**config.mk**
```make
export PLATFORM = sky130hd
export DESIGN_NAME = mc_controller
export DESIGN_NICKNAME = d
export VERILOG_FILES = /design/src/rtl/mips_pkg.sv /design/src/rtl/mc_aludec.sv /design/src/rtl/mc_controller.sv
export SDC_FILE = /design/constraint.sdc
export NUM_CORES = 1
export LEC_CHECK = 0
export ABC_AREA = 1
export BUFFER_PORTS_ARGS = -buffer_cell sky130_fd_sc_hd__buf_4
export CORE_MARGIN = 2
export CORE_UTILIZATION = 45
export CTS_BUF_LIST = sky130_fd_sc_hd__clkbuf_2
export CTS_CLUSTER_SIZE = 28
export DETAILED_ROUTE_END_ITERATION = 7
export PLACE_DENSITY = 0.87
export SLEW_MARGIN = 20
export SYNTH_ARGS = -nofsm -noshare
export SYNTH_HDL_FRONTEND = slang
export SYNTH_SLANG_ARGS = --single-unit
```
**constraint.sdc**
```tcl
create_clock -name clk -period 2.54 [get_ports clk]
set_clock_uncertainty 0.2 [all_clocks]
set_input_delay 0.762 -clock clk [delete_from_list [all_inputs] [get_ports clk]]
set_output_delay 0.762 -clock clk [all_outputs]
set_load 0.05 [all_outputs]
```
**src/rtl/mips_pkg.sv**
```systemverilog
// Shared encodings for the multicycle MIPS control path: FSM states, opcodes,
// funct codes and datapath mux/ALU control encodings.
package mips_pkg;

    localparam logic [3:0] S_FETCH   = 4'd0;
    localparam logic [3:0] S_DECODE  = 4'd1;
    localparam logic [3:0] S_MEMADR  = 4'd2;
    localparam logic [3:0] S_MEMRD   = 4'd3;
    localparam logic [3:0] S_MEMWB   = 4'd4;
    localparam logic [3:0] S_MEMWR   = 4'd5;
    localparam logic [3:0] S_EXECUTE = 4'd6;
    localparam logic [3:0] S_ALUWB   = 4'd7;
    localparam logic [3:0] S_BRANCH  = 4'd8;
    localparam logic [3:0] S_ADDIEX  = 4'd9;
    localparam logic [3:0] S_ADDIWB  = 4'd10;
    localparam logic [3:0] S_JUMP    = 4'd11;

    localparam logic [5:0] OP_RTYPE = 6'b000000;
    localparam logic [5:0] OP_LW    = 6'b100011;
    localparam logic [5:0] OP_SW    = 6'b101011;
    localparam logic [5:0] OP_BEQ   = 6'b000100;
    localparam logic [5:0] OP_BNE   = 6'b000101;
    localparam logic [5:0] OP_ADDI  = 6'b001000;
    localparam logic [5:0] OP_J     = 6'b000010;

    localparam logic [5:0] FUNCT_ADD = 6'b100000;
    localparam logic [5:0] FUNCT_SUB = 6'b100010;
    localparam logic [5:0] FUNCT_AND = 6'b100100;
    localparam logic [5:0] FUNCT_OR  = 6'b100101;
    localparam logic [5:0] FUNCT_SLT = 6'b101010;

    localparam logic [2:0] ALU_ADD = 3'b010;
    localparam logic [2:0] ALU_SUB = 3'b110;
    localparam logic [2:0] ALU_AND = 3'b000;
    localparam logic [2:0] ALU_OR  = 3'b001;
    localparam logic [2:0] ALU_SLT = 3'b111;

    localparam logic [1:0] ALUOP_ADD   = 2'b00;
    localparam logic [1:0] ALUOP_SUB   = 2'b01;
    localparam logic [1:0] ALUOP_FUNCT = 2'b10;

    localparam logic [1:0] SRCB_RT     = 2'b00;
    localparam logic [1:0] SRCB_FOUR   = 2'b01;
    localparam logic [1:0] SRCB_IMM    = 2'b10;
    localparam logic [1:0] SRCB_IMM_SH = 2'b11;

    localparam logic [1:0] PCSRC_ALU    = 2'b00;
    localparam logic [1:0] PCSRC_ALUOUT = 2'b01;
    localparam logic [1:0] PCSRC_JUMP   = 2'b10;

endpackage

```
**src/rtl/mc_aludec.sv**
```systemverilog
// ALU decoder: maps aluop plus R-type funct to the 3-bit alucontrol code.
module mc_aludec
    import mips_pkg::*;
(
    input  logic [1:0] aluop,
    input  logic [5:0] funct,
    output logic [2:0] alucontrol
);

    always_comb begin
        alucontrol = ALU_ADD;
        unique case (aluop)
            ALUOP_SUB: alucontrol = ALU_SUB;
            ALUOP_FUNCT: begin
                case (funct)
                    FUNCT_SUB: alucontrol = ALU_SUB;
                    FUNCT_AND: alucontrol = ALU_AND;
                    FUNCT_OR:  alucontrol = ALU_OR;
                    FUNCT_SLT: alucontrol = ALU_SLT;
                    default:   alucontrol = ALU_ADD;
                endcase
            end
            default: alucontrol = ALU_ADD;
        endcase
    end

endmodule

```
**src/rtl/mc_controller.sv**
```systemverilog
// Multicycle MIPS control FSM with ready-handshaked shared memory.
// Optional bne support is enabled by defining MC_CONTROLLER_BNE_EN.
module mc_controller
    import mips_pkg::*;
(
    input  logic       clk,
    input  logic       reset,
    input  logic [5:0] op,
    input  logic [5:0] funct,
    input  logic       zero,
    input  logic       mem_ready,
    output logic       mem_req,
    output logic       memwrite,
    output logic       iord,
    output logic       irwrite,
    output logic       pcen,
    output logic       regdst,
    output logic       memtoreg,
    output logic       regwrite,
    output logic       alusrca,
    output logic [1:0] alusrcb,
    output logic [1:0] pcsrc,
    output logic [2:0] alucontrol,
    output logic       illegal_op,
    output logic       retire
);

    logic [3:0] state, state_next;
    logic [1:0] aluop;
    logic       pcwrite, branch, is_bne;

    always_ff @(posedge clk) begin
        if (reset) state <= S_FETCH;
        else       state <= state_next;
    end

`ifdef MC_CONTROLLER_BNE_EN
    // Sense of the branch condition is captured while the opcode is decoded.
    always_ff @(posedge clk) begin
        if (reset)                  is_bne <= 1'b0;
        else if (state == S_DECODE) is_bne <= (op == OP_BNE);
    end
`else
    assign is_bne = 1'b0;
`endif

    mc_aludec u_aludec (
        .aluop      (aluop),
        .funct      (funct),
        .alucontrol (alucontrol)
    );

    always_comb begin
        state_next = state;
        mem_req    = 1'b0;
        memwrite   = 1'b0;
        iord       = 1'b0;
        irwrite    = 1'b0;
        pcwrite    = 1'b0;
        branch     = 1'b0;
        regdst     = 1'b0;
        memtoreg   = 1'b0;
        regwrite   = 1'b0;
        alusrca    = 1'b0;
        alusrcb    = SRCB_RT;
        pcsrc      = PCSRC_ALU;
        aluop      = ALUOP_ADD;
        illegal_op = 1'b0;
        retire     = 1'b0;

        case (state)
            S_FETCH: begin
                mem_req = 1'b1;
                alusrcb = SRCB_FOUR;
                irwrite = mem_ready;
                pcwrite = mem_ready;
                if (mem_ready) state_next = S_DECODE;
            end
            S_DECODE: begin
                alusrcb = SRCB_IMM_SH;
                case (op)
                    OP_LW, OP_SW: state_next = S_MEMADR;
                    OP_RTYPE:     state_next = S_EXECUTE;
                    OP_BEQ:       state_next = S_BRANCH;
`ifdef MC_CONTROLLER_BNE_EN
                    OP_BNE:       state_next = S_BRANCH;
`endif
                    OP_ADDI:      state_next = S_ADDIEX;
                    OP_J:         state_next = S_JUMP;
                    default: begin
                        illegal_op = 1'b1;
                        retire     = 1'b1;
                        state_next = S_FETCH;
                    end
                endcase
            end
            S_MEMADR: begin
                alusrca    = 1'b1;
                alusrcb    = SRCB_IMM;
                state_next = (op == OP_SW) ? S_MEMWR : S_MEMRD;
            end
            S_MEMRD: begin
                mem_req = 1'b1;
                iord    = 1'b1;
                if (mem_ready) state_next = S_MEMWB;
            end
            S_MEMWB: begin
                memtoreg   = 1'b1;
                regwrite   = 1'b1;
                retire     = 1'b1;
                state_next = S_FETCH;
            end
            S_MEMWR: begin
                mem_req  = 1'b1;
                iord     = 1'b1;
                memwrite = 1'b1;
                retire   = mem_ready;
                if (mem_ready) state_next = S_FETCH;
            end
            S_EXECUTE: begin
                alusrca    = 1'b1;
                aluop      = ALUOP_FUNCT;
                state_next = S_ALUWB;
            end
            S_ALUWB: begin
                regdst     = 1'b1;
                regwrite   = 1'b1;
                retire     = 1'b1;
                state_next = S_FETCH;
            end
            S_BRANCH: begin
                alusrca    = 1'b1;
                aluop      = ALUOP_SUB;
                pcsrc      = PCSRC_ALUOUT;
                branch     = 1'b1;
                retire     = 1'b1;
                state_next = S_FETCH;
            end
            S_ADDIEX: begin
                alusrca    = 1'b1;
                alusrcb    = SRCB_IMM;
                state_next = S_ADDIWB;
            end
            S_ADDIWB: begin
                regwrite   = 1'b1;
                retire     = 1'b1;
                state_next = S_FETCH;
            end
            S_JUMP: begin
                pcsrc      = PCSRC_JUMP;
                pcwrite    = 1'b1;
                retire     = 1'b1;
                state_next = S_FETCH;
            end
            default: state_next = S_FETCH;
        endcase

        pcen = pcwrite | (branch & (zero ^ is_bne));

        // Suppress every side-effecting strobe while reset is held.
        if (reset) begin
            mem_req    = 1'b0;
            memwrite   = 1'b0;
            irwrite    = 1'b0;
            pcen       = 1'b0;
            regwrite   = 1'b0;
            illegal_op = 1'b0;
            retire     = 1'b0;
        end
    end

endmodule

```
==> results of run 1 <==
repair_timing:
action,in CTS
setup endpoints to repair,5
buffers inserted,1
gates resized for setup,37
pin swaps,8
cells in the mapped netlist, drive strengths merged:
master | n | area share
a211o | 1 | 0.014
nand4 | 3 | 0.031
dfxtp | 4 | 0.13
inv | 30 | 0.18
o22ai | 2 | 0.020
ha | 2 | 0.041
nand2 | 31 | 0.19
o21ai | 2 | 0.016
buf | 1 | 0.0061
nand3 | 12 | 0.098
nand3b | 1 | 0.012
nor3 | 2 | 0.016
a31oi | 1 | 0.010
a21oi | 7 | 0.057
nor2 | 27 | 0.17
cell families after synthesis:
| logic type | count (synthesis) |
|---|---|
| AND/OR/NAND/NOR | 76 |
| adder cells (fa/ha/maj) | 2 |
| AO/OA/AOI/OAI | 13 |
| flip-flops | 4 |
| buffers and inverters | 31 |
through the flow:
step / util / hold slack (ns)
2_1_floorplan: - / 0.3868
3_3_place_gp: 0.8004 / 0.4791
3_5_place_dp: 0.8004 / 0.4886
4_1_cts: 0.9114 / 0.4716
==> results.md, run 1 <==
* Placed cell area at 0.001028 mm^2
* Status: did not finish
* Post-synthesis register bit count at 4
* Die Y at 40.84 um
* Synth Area in Compound Gates at 0.1189
* Cts hold-fix bufs at 0
* Largest net degree at the start of global routing at 10
* IO Count at 34
* Syn Nets at 144
* Initial core utilization at 0.4752
* Mux cell area share after synthesis at 0
* PortBufs at 33
* Err: [ERROR DPL-0038] Utilization greater than 100%, impossible to legalize
* Post-synthesis simple-gate area fraction at 0.5184
* Clk root buf: clkbuf_2
* Yosys warning total at 0
* Post-DP HPWL at 1.693 mm
* Pre-CTS setup slack at -0.2451 ns
* Area share of fa/ha/maj cells after synthesis at 0.04098
* Main combinational cell family by area after synthesis: simple AND/OR/NAND/NOR gates
* Die W at 40.84 um
* XOR/XNOR Fraction of Synth Area at 0
* Cell Area, Synth at 610.6 um^2
* Inst Count DP at 187
* CTS buffer count at 3
* Post-synthesis cell count at 126
* Clk sinks at 4
* GRT worst endpoint: retire
* Cell Rows at 13
* Avg Cell Area, Syn at 4.846 um^2
* Stopping stage: 5_1_grt
* Worst endpoint type: output port
* H-tree depth at 1
* Yosys cell types at 17
* Routability Congestion at 0.8689
* Seq/Total Area, Yosys at 0.1311
* Maximum clock insertion buffer count at 2
==> run 2: changes to the inputs <==
--- a/config.mk
+++ b/config.mk
@@ -7,12 +7,10 @@
 export LEC_CHECK = 0
 export ABC_AREA = 1
 export BUFFER_PORTS_ARGS = -buffer_cell sky130_fd_sc_hd__buf_4
-export CORE_MARGIN = 2
-export CORE_UTILIZATION = 45
-export CTS_BUF_LIST = sky130_fd_sc_hd__clkbuf_2
-export CTS_CLUSTER_SIZE = 28
+export CORE_AREA = 2 2 63 65
 export DETAILED_ROUTE_END_ITERATION = 7
-export PLACE_DENSITY = 0.87
+export DIE_AREA = 0 0 65 67
+export PLACE_DENSITY_LB_ADDON = 0.15
 export SLEW_MARGIN = 20
 export SYNTH_ARGS = -nofsm -noshare
 export SYNTH_HDL_FRONTEND = slang
==> run 2 against run 1 <==
  * The flow now finishes, with violations (negative setup slack)
  * Synthesized cell count did not move
  * Synthesized area unchanged
==> results.md, run 2 <==
* Register with the most flip-flops: state
* Status: complete, but fails checks
* Yosys cell types at 17 (unchanged)
* Fmax at 386.0 MHz
* Vias per inst at 4.160
* Number of flops mapped to enable cells by yosys at 0 (unchanged)
* CTS buffer count at 3 (unchanged)
* Seq/Total Area, Yosys at 0.1311 (unchanged)
* Post-DP HPWL at 1.883 mm (+11%)
* Non-filler cells, final at 231
* Inst Count DP at 223 (+19%)
* Area growth, synth to finish at 123.0%
* Worst EP arrival at 1.63 ns
* Period Utilization, post-route at 1.020
* Maximum clock insertion buffer count at 2 (unchanged)
* Post-synthesis cell count at 126 (unchanged)
* CP Data Required Time at 1.58 ns
* Cell Rows at 22 (+9)
* Final Worst Setup Slack at -0.05073 ns
* Avg Cell Area, Syn at 4.846 um^2 (unchanged)
* CP max stage delay at 0.18 ns
* Ant. Diodes at 0
* Vias in the first global route at 894
* Post-synthesis register bit count at 4 (unchanged)
* IO Count at 34 (unchanged)
* Slew Limit Fails at 0
* Routed length per placed instance at 10.48 um
* Number of max-cap violations at 0
* Die Y at 67 um (+64%)
* Pre-CTS setup slack at -0.2039 ns (+0.04124 ns)
* Top flop regs: state: 4 flops
* Clk slew on worst S/H paths at 0.03 ns
* Syn Nets at 144 (unchanged)
* Slowest cell on crit path: buf_6
* Crit-path cells: buf_4 > inv_2 > nor2_2 > nand3_2 > nand3_2 > buf_4 > nor3_4 > buf_6
* Final hold violations at 0
* Maximum VDD drop at 0.0003023 V
* Crit path max fanout at 2
* Total track usage at 0.1100
* Nets@finish at 203
* Cell Area, Synth at 610.6 um^2 (unchanged)
* GRT Residual Overflow at 0
* Cell with the most instances after synthesis: nand2_1
* Initial core utilization at 0.1693 (-0.3058)
* Initial antenna violation count at 0
* Crit Path Class: primary input to primary output
* Worst-skew pair later-pin latency at 0.22 ns
* HP Class: flip-flop to flip-flop
* Share of layout cells above drive strength 1 at 0.5683
* Die area at 0.004355 mm^2
* Area contributors post-synth: nand2_1 (18%), inv_1 (17%), nor2_1 (17%), dfxtp_1 (13%), nand3_1 (9.8%)
* Clk sinks at 4 (unchanged)
* Drt pass-1 iters at 4
* Initial drt markers at 15
* Layout Utilization at 0.3775
* PortBufs at 33 (unchanged)
* Largest register FFs at 4
* First-pass GRT wire length at 3.698 mm
* Failing checks: negative setup slack
* H-tree depth at 1 (unchanged)
* CP Launch Type: primary input
* Clk root buf: clkbuf_8
* Yosys warning total at 0 (unchanged)
* Slew headroom at 0.8623
* Synth top cells by count: nand2_1 (30), inv_1 (28), nor2_1 (27)
* Slew @ Worst Pin at 0.2044 ns
* Residual DRC count at 0
* Most common cell after layout, fill and taps aside: buf_4
* Antenna viol nets, final at 0
* Final setup fails at 3
* Routed vias at 961
* Routability Congestion at 0.7396 (-15%)
* Predominant post-synthesis flop cell: dfxtp_1
* Yosys top cell area share at 0.1844 (unchanged)
* Most frequent cells in the layout: buf_4 (43), nand2_1 (27), inv_1 (21)
* CTS tree: yes
* Final Critical Period at 2.591 ns
* RSZ-0062 raised after global routing: true
* Largest net degree at the start of global routing at 10
* Power per cell area at 273.7 mW/mm^2
* Async SR Flop Fraction at 0 (unchanged)
* Leading area contributor after synthesis: nand2_1
* Setup crit end kind: primary output
* Die W at 65 um (+59%)
* Leak at 0.7115 nW
* Final WL at 2.422 mm
* Core ar. at 0.003606 mm^2
run 2: cell counts after synthesis:
No cell type changed its count.
run 2: path summary, 6_finish.rpt:
check                                           start               endpoint  slack [ns]  depth (start not counted)
worst min-delay path            state[0]$_SDFFE_PP0P_  state[3]$_SDFFE_PP0P_        0.50                          4
worst max-delay path                            op[3]             illegal_op       -0.05                          8
worst max register to register  state[2]$_SDFFE_PP0P_  state[1]$_SDFFE_PP0P_        0.98                         11
worst min register to register  state[0]$_SDFFE_PP0P_  state[3]$_SDFFE_PP0P_        0.50                          4
run 2: logic make-up after synthesis:
logic type      share of synthesized area
simple gates                       0.5185
buf+inv                            0.1906
compound gates                     0.1189
flops                              0.1312
fa+ha+maj                         0.04098
run 2: metrics by stage:
step	power, W	hold slack, ns	instance area, um^2	TNS, ns
6_report	0.0003727	0.4992	1361	-0.09443
5_1_grt	0.0003952	0.5438	1361	-0.3506
4_1_cts	0.0003710	0.4865	1272	-0.1061
3_5_place_dp	0.0002126	0.5164	1092	-0.4897
3_3_place_gp	0.0002123	0.5130	1092	-0.3610
2_1_floorplan	0.0001538	0.3868	660.6	-0.3153
run 2: final cells by class:
| cell class | count | area (um^2) |
|---|---|---|
| tap | 48 | 60.06 |
| clock buffer | 3 | 41.29 |
| sequential | 4 | 88.84 |
| fill | 391 | 2245 |
| multi-input combinational | 91 | 600.6 |
| inverter | 30 | 112.6 |
| timing repair buffer | 55 | 457.9 |
run 2: per-layer routing:
metal | global-route usage | up-vias | part of all wire
li1 | - | 508 | -
met1 | 0.1298 | 429 | 0.43
met2 | 0.1959 | 21 | 0.51
met3 | 0.01689 | 3 | 0.047
met4 | 0.04787 | 0 | 0.013
met5 | 0 | - | 0
run 2: timing repair:
action | 4_1_cts | 5_1_grt
hold endpoints to repair | 0 | 0
setup buffers | 1 | 4
gates cloned | 0 | 0
hold buffers | 0 | 0
gates resized for setup | 36 | 21
setup endpoints to repair | 5 | 5
pin swaps | 9 | 6
run 2: critical path: cells and delay by family:
| family | cells | cell delay (ns) |
|---|---|---|
| buffers and inverters | 4 | 0.52 |
| AND/OR/NAND/NOR | 4 | 0.35 |
run 2: power by group:
group	switching, W	internal, W	total [W]
sequential	0.00000358	0.0000650	0.0000685
combinational	0.0000980	0.0000669	0.000165
clock	0.0000377	0.000101	0.000139
total	0.000139	0.000233	0.000373
(Power assumes the default switching activity.)
==> run 3: changes to the inputs <==
==> constraint.sdc (replaced) <==
create_clock -name clk -period 2.66 [get_ports clk]
set_clock_uncertainty 0.2 [all_clocks]
set_input_delay 0.798 -clock clk [delete_from_list [all_inputs] [get_ports clk]]
set_output_delay 0.798 -clock clk [all_outputs]
set_load 0.05 [all_outputs]
==> run 3 against run 2 <==
  * The flow still finishes with violations (negative setup slack)
  * Cell count stayed put
  * Utilization is 1.7 points lower
  * Hold slack hardly changed
  * Clock power is 10% lower
  * Combinational power is 8% lower
  * Total power is 7.9% lower
  * Die area stayed put
  * Critical path type unchanged
  * Highest routed layer unchanged
==> results.md, run 3 (synthesized netlist as in run 2, its figures left out) <==
* Status: complete, but fails checks
* Failing checks: negative setup slack
* Cell Rows at 22 (unchanged)
* Vias in the first global route at 939 (+5.0%)
* Routed length per placed instance at 9.957 um (-5.0%)
* Initial antenna violation count at 0 (unchanged)
* Initial core utilization at 0.1693 (unchanged)
* Die Y at 67 um (unchanged)
* RSZ-0062 raised after global routing: true
* CTS buffer count at 3 (unchanged)
* Vias per inst at 4.238 (+1.9%)
* Setup crit end kind: primary output
* Hold_sp: state[0]$_SDFFE_PP0P_
* Largest net degree at the start of global routing at 10 (unchanged)
* Hold WS at 0.4987 ns (-0.0004340 ns)
* Final Critical Period at 2.675 ns
* Register area at 87.58 um^2 (-1.4%)
* Maximum clock insertion buffer count at 2 (unchanged)
* HP Class: flip-flop to flip-flop
* Maximum VDD drop at 0.0001512 V (-50%)
* First-pass GRT wire length at 3.726 mm (+0.76%)
* Core ar. at 0.003606 mm^2 (unchanged)
* Inst Count DP at 217 (-2.7%)
* Slew headroom at 0.8930 (+0.03074)
* Worst EP arrival at 1.68 ns (+0.05 ns)
* Clk sinks at 4 (unchanged)
* Clk slew on worst S/H paths at 0.03 ns (about the same)
* Non-filler cells, final at 231 (unchanged)
* Placed cell area at 0.001023 mm^2 (-6.3%)
* Crit path max fanout at 2 (unchanged)
* Routability Congestion at 0.9073 (+23%)
* Worst reg-to-reg path cell count at 7 (-4)
* Share of layout cells above drive strength 1 at 0.5191 (-0.04918)
* Die area at 0.004355 mm^2 (unchanged)
* Period Utilization, post-route at 1.006
* Nets@finish at 203 (unchanged)
* PortBufs at 33 (unchanged)
* Setup TNS at -0.01509 ns (+0.07934 ns)
* Multi-input logic area at 546.8 um^2 (-9.0%)
* Leak at 0.7185 nW (+0.98%)
* Register with the most flip-flops: state
* IO Count at 34 (unchanged)
* Top flop regs: state: 4 flops
* Largest register FFs at 4 (unchanged)
* Total track usage at 0.1096 (-0.0003949)
* Slew @ Worst Pin at 0.1593 ns (-0.04517 ns)
* Cell depth of the worst hold path at 4 (unchanged)
* FF-to-FF End: state[0]$_SDFFE_PP0P_
* Post-DP HPWL at 1.772 mm (-5.9%)
* Initial drt markers at 19 (+4)
* Fmax at 373.8 MHz
* Final Worst Setup Slack at -0.01509 ns (+0.03564 ns)
* Most frequent cells in the layout: buf_4 (47), nand2_1 (27), inv_1 (23)
* Clk root buf: clkbuf_8
* Hold EP: state[3]$_SDFFE_PP0P_
* CTS tree: yes
* Cts hold-fix bufs at 0 (unchanged)
* Area growth, synth to finish at 113.1%
* Ant. Diodes at 0 (unchanged)
* Most common cell after layout, fill and taps aside: buf_4
* Drt pass-1 iters at 4 (unchanged)
* CP Data Required Time at 1.66 ns (+0.08 ns)
* Final instance area at 0.001301 mm^2 (-4.4%)
* H-tree depth at 1 (unchanged)
* Power per cell area at 263.7 mW/mm^2 (-3.7%)
* Residual DRC count at 0 (unchanged)
* Routed vias at 979 (+1.9%)
* Crit Path Class: primary input to primary output
* Final hold violations at 0 (unchanged)
* R2r setup slk at 1.20 ns (+0.22 ns)
* CP Launch Type: primary input
* Antenna viol nets, final at 0 (unchanged)
* Worst-skew pair later-pin latency at 0.21 ns (about the same)
* Final WL at 2.300 mm (-5.0%)
* Slew Limit Fails at 0 (unchanged)
* Layout Utilization at 0.3609 (-0.01666)
* Reg-to-reg critical path startpoint: state[2]$_SDFFE_PP0P_
* GRT Residual Overflow at 0 (unchanged)
* Number of fill cells at 395 (+1.0%)
* Final setup fails at 1 (-2)
* Die W at 65 um (unchanged)
* Number of max-cap violations at 0 (unchanged)
-- run 3: how the worst max path moves through the flow --
stage                     slack, ns                   from  endpoint
after floorplan               -0.09  state[3]$_SDFFE_PP0P_      pcen
after global placement         -0.1                  op[4]    retire
after detailed placement      -0.12                  op[4]    retire
after CTS                    0.0003                  op[1]    retire
after global routing          -0.09                  op[0]    retire
final                         -0.02                  op[5]    retire
-- run 3: stage by stage --
step,total power (W),setup slack (ns)
after floorplan,0.0001430,-0.09020
after global placement,0.0001945,-0.09839
after detailed placement,0.0001941,-0.1185
after CTS,0.0003357,0.0002572
after global routing,0.0003664,-0.09284
final,0.0003432,-0.01509
-- run 3: per-layer routing --
layer / share of wire / GRT usage / wire, um
met4: 0.011 / 0.05585 / 25
met1: 0.45 / 0.1226 / 1025
met2: 0.47 / 0.1959 / 1091
met5: 0 / 0 / 0
met3: 0.069 / 0.02196 / 158
-- run 3: what timing repair did --
action / 4_1_cts / 5_1_grt
setup buffers: 9 / 2
pin swaps: 5 / 13
setup endpoints to repair: 5 / 6
resized for setup: 23 / 24
-- run 3: critical path, stage by stage --
cell and delay (ns):
buf_8 0.10, inv_4 0.05, nor2_4 0.03, nand3b_1 0.12, nand3_2 0.13, nor2_1 0.12, nor2_1 0.05, nor2_2 0.11
buf_6 0.16
-- run 3: final cells by class --
class	instances	share of cell area
clock buffers	3	0.03173
inverters	30	0.08846
multi-input cells	91	0.4202
flip-flops and latches	4	0.06731
well taps	48	0.04615
repair buffers	55	0.3462
-- run 3: power breakdown --
| group | internal (W) | total, W | switching (W) |
|---|---|---|---|
| clock | 0.0000962 | 0.000125 | 0.0000284 |
| sequential | 0.0000631 | 0.0000663 | 0.00000322 |
| combinational | 0.0000617 | 0.000152 | 0.0000905 |
| total | 0.000221 | 0.000343 | 0.000122 |
==> run 4: changes to the inputs <==
--- a/config.mk
+++ b/config.mk
@@ -5,7 +5,6 @@
 export SDC_FILE = /design/constraint.sdc
 export NUM_CORES = 1
 export LEC_CHECK = 0
-export ABC_AREA = 1
 export BUFFER_PORTS_ARGS = -buffer_cell sky130_fd_sc_hd__buf_4
 export CORE_AREA = 2 2 63 65
 export DETAILED_ROUTE_END_ITERATION = 7
==> run 4 against run 3 <==
  * Sequential power shrank 1%
  * The run still ends with negative setup slack left
  * Largest power group unchanged
  * Worst setup slack lost 0.22 ns
  * Total power grew 1.8%
  * Largest cell class unchanged
  * Die area is the same
  * Utilization grew 4.7 points
  * Critical path depth shrank 4
  * Critical path type unchanged
  * Highest routed layer unchanged
==> results.md, run 4 <==
* Status: complete, but fails checks
* Failing checks: negative setup slack
* Post-DP HPWL at 1.993 mm (+12%)
* Residual DRC count at 0 (unchanged)
* Final hold violations at 0 (unchanged)
* Period Utilization, post-route at 1.089 (+0.08361)
* Total track usage at 0.1226 (+0.01308)
* Crit path max fanout at 2 (unchanged)
* Reg-to-reg critical path startpoint: state[2]$_SDFFE_PP0P_
* Vias in the first global route at 1021 (+8.7%)
* Final setup fails at 4 (+3)
* Predominant post-synthesis flop cell: dfxtp_1
* Area contributors post-synth: dfxtp_1 (11%), nor3_1 (6.3%), nor2b_1 (5.3%), nor2_1 (4.2%), nor3b_1 (4.2%)
* PortBufs at 33 (unchanged)
* Leading area contributor after synthesis: dfxtp_1
* Yosys top cell area share at 0.1123 (-0.07215)
* Async SR Flop Fraction at 0 (unchanged)
* Final Worst Setup Slack at -0.2375 ns (-0.2224 ns)
* Final WL at 2.565 mm (+12%)
* Antenna viol nets, final at 0 (unchanged)
* Setup TNS at -0.5224 ns (-0.5073 ns)
* Hold_sp: state[0]$_SDFFE_PP0P_
* Register with the most flip-flops: state
* Post-synthesis register bit count at 4 (unchanged)
* Worst-skew pair later-pin latency at 0.22 ns (about the same)
* Power per cell area at 237.5 mW/mm^2 (-9.9%)
* Cell Rows at 22 (unchanged)
* Routability Congestion at 0.7477 (-18%)
* Nets@finish at 178 (-12%)
* Clock power frac at 0.373 (+0.010)
* H-tree depth at 1 (unchanged)
* RSZ-0062 raised after global routing: true
* Crit Path Class: primary input to primary output
* Final Critical Period at 2.897 ns (+0.2224 ns)
* Sw Ratio at 0.3461 (-0.009933)
* Fmax at 345.1 MHz (-7.7%)
* Most frequent cells in the layout: buf_4 (49), buf_6 (10), nor2_1 (5), nor2b_1 (5)
* Register area at 90.09 um^2 (+2.9%)
* Cts hold-fix bufs at 0 (unchanged)
* R2r setup slk at 1.15 ns (-0.05 ns)
* Number of max-cap violations at 0 (unchanged)
* Maximum clock insertion buffer count at 2 (unchanged)
* Largest register FFs at 4 (unchanged)
* Yosys warning total at 0 (unchanged)
* First-pass GRT wire length at 4.264 mm (+14%)
* Final Total Pwr at 0.0003492 W (+1.8%)
* Final instance area at 0.001470 mm^2 (+13%)
* Clk slew on worst S/H paths at 0.03 ns (about the same)
* Yosys cell types at 42 (+25)
* CTS tree: yes
* Routed length per placed instance at 12.45 um (+25%)
* CTS buffer count at 3 (unchanged)
* Pint at 0.0002283 W (+3.3%)
* Gate power share at 0.440 (-0.004)
* Core ar. at 0.003606 mm^2 (unchanged)
* Cell depth of the worst hold path at 2 (-2)
* Slew @ Worst Pin at 0.2606 ns (+0.1013 ns)
* FF-to-FF End: state[0]$_SDFFE_PP0P_
* Initial antenna violation count at 0 (unchanged)
* Number of flops mapped to enable cells by yosys at 0 (unchanged)
* HP Class: flip-flop to flip-flop
* Hold EP: state[3]$_SDFFE_PP0P_
* Slew headroom at 0.8253 (-0.06765)
* Die W at 65 um (unchanged)
* Worst EP arrival at 1.90 ns (+0.22 ns)
* Initial drt markers at 14 (-5)
* Switch Pwr at 0.0001208 W (-1.1%)
* Routed vias at 985 (+0.61%)
* Clk root buf: clkbuf_8
* IO Count at 34 (unchanged)
* Share of layout cells above drive strength 1 at 0.6203 (+0.1011)
* Die Y at 67 um (unchanged)
* CP Data Required Time at 1.66 ns (about the same)
* Synth top cells by count: nor3_1 (9), nor2_1 (8), nand2_1 (6), nor2b_1 (6)
* Most common cell after layout, fill and taps aside: buf_4
* Cell with the most instances after synthesis: nor3_1
* Placed cell area at 0.001246 mm^2 (+22%)
* Die area at 0.004355 mm^2 (unchanged)
* Worst reg-to-reg path cell count at 5 (-2)
* Seq/Total Area, Yosys at 0.1123 (-0.01887)
* Initial core utilization at 0.1978 (+0.02845)
* Top flop regs: state: 4 flops
* Post-synthesis cell count at 102 (-19%)
* Avg Cell Area, Syn at 6.992 um^2 (+44%)
* CP Launch Type: primary input
* Number of fill cells at 379 (-4.1%)
* Multi-input logic area at 743.2 um^2 (+36%)
* Cell Area, Synth at 713.2 um^2 (+17%)
* Vias per inst at 4.782 (+13%)
* Slew Limit Fails at 0 (unchanged)
* Syn Nets at 120 (-17%)
* Maximum VDD drop at 0.0002764 V (+83%)
* Register share of total power at 0.187 (-0.006)
* Leak at 0.6549 nW (-8.8%)
* Area growth, synth to finish at 106.1%
* Drt pass-1 iters at 4 (unchanged)
* Clk sinks at 4 (unchanged)
* Largest net degree at the start of global routing at 19 (+9)
* GRT Residual Overflow at 0 (unchanged)
* Ant. Diodes at 0 (unchanged)
* Setup crit end kind: primary output
run 4: changes by cell type in the layout (fill, tap and decap cells not counted), sizes merged, moves of 4 or more:
cell	previous run	this run
nor3	2	9
and3	0	5
nor2	27	8
nand3	12	4
buf	55	61
nor2b	0	6
nor3b	0	4
nand2	31	6
inv	30	4
run 4: metrics by stage:
| step | util | instances | worst slack, ns | hold WS (ns) |
|---|---|---|---|---|
| floorplan | - | 102 | -0.3398 | 0.3495 |
| global placement | 0.3456 | 195 | -0.3036 | 0.4180 |
| detailed placement | 0.3456 | 195 | -0.3244 | 0.4111 |
| CTS | 0.3949 | 205 | -0.2813 | 0.4927 |
| global route | 0.4077 | 206 | -0.2619 | 0.5192 |
| finish | 0.4077 | 206 | -0.2375 | 0.5000 |
run 4: power groups by stage:
| stage | registers, W | logic, W | clock network (W) |
|---|---|---|---|
| floorplan | 0.0000644 | 0.0000891 | 0 |
| global placement | 0.0000648 | 0.000148 | 0 |
| detailed placement | 0.0000647 | 0.000149 | 0 |
| CTS | 0.0000650 | 0.000152 | 0.000132 |
| global route | 0.0000654 | 0.000165 | 0.000137 |
| finish | 0.0000654 | 0.000154 | 0.000130 |
run 4: worst max-delay path by stage:
| stage | endpoint | startpoint | slack (ns) | cells past startpoint |
|---|---|---|---|---|
| floorplan | retire | reset | -0.34 | 4 |
| global placement | retire | op[0] | -0.30 | 5 |
| detailed placement | retire | op[0] | -0.32 | 5 |
| CTS | retire | op[5] | -0.28 | 5 |
| global route | retire | op[0] | -0.26 | 5 |
| finish | retire | op[0] | -0.24 | 5 |
run 4: final cells by class:
type	count	share of cell area
Clock buffer	3	0.02809
Inverter	4	0.01702
Multi-Input combinational cell	86	0.5055
Sequential cell	4	0.06128
Tap cell	48	0.04085
Timing Repair Buffer	61	0.3472
run 4: cells by family after synthesis:
family / Yosys count / synth area share
flops: 4 / 0.1123
simple gates: 53 / 0.4263
mux: 2 / 0.02807
buf+inv: 12 / 0.09122
xor+xnor: 4 / 0.04913
fa+ha+maj: 2 / 0.03508
compound gates: 25 / 0.2579
run 4: what timing repair did:
item | CTS | global route
pin swaps | 12 | 13
setup buffers | 8 | 2
endpoints found under the setup margin | 5 | 6
gates resized for setup | 25 | 12
hold endpoints to repair | 0 | 0
run 4: routing by layer:
layer | up-vias | part of all wire | track usage
li1 | 487 | - | -
met1 | 471 | 0.41 | 0.1344
met2 | 25 | 0.54 | 0.2410
met3 | 2 | 0.046 | 0.03041
met4 | 0 | 0.0043 | 0.01596
met5 | - | 0 | 0
run 4: critical path, cell delays in order:
cell and delay [ns]:
buf_6 0.09, or4_4 0.55, a21boi_4 0.19, o32ai_2 0.10, buf_6 0.16
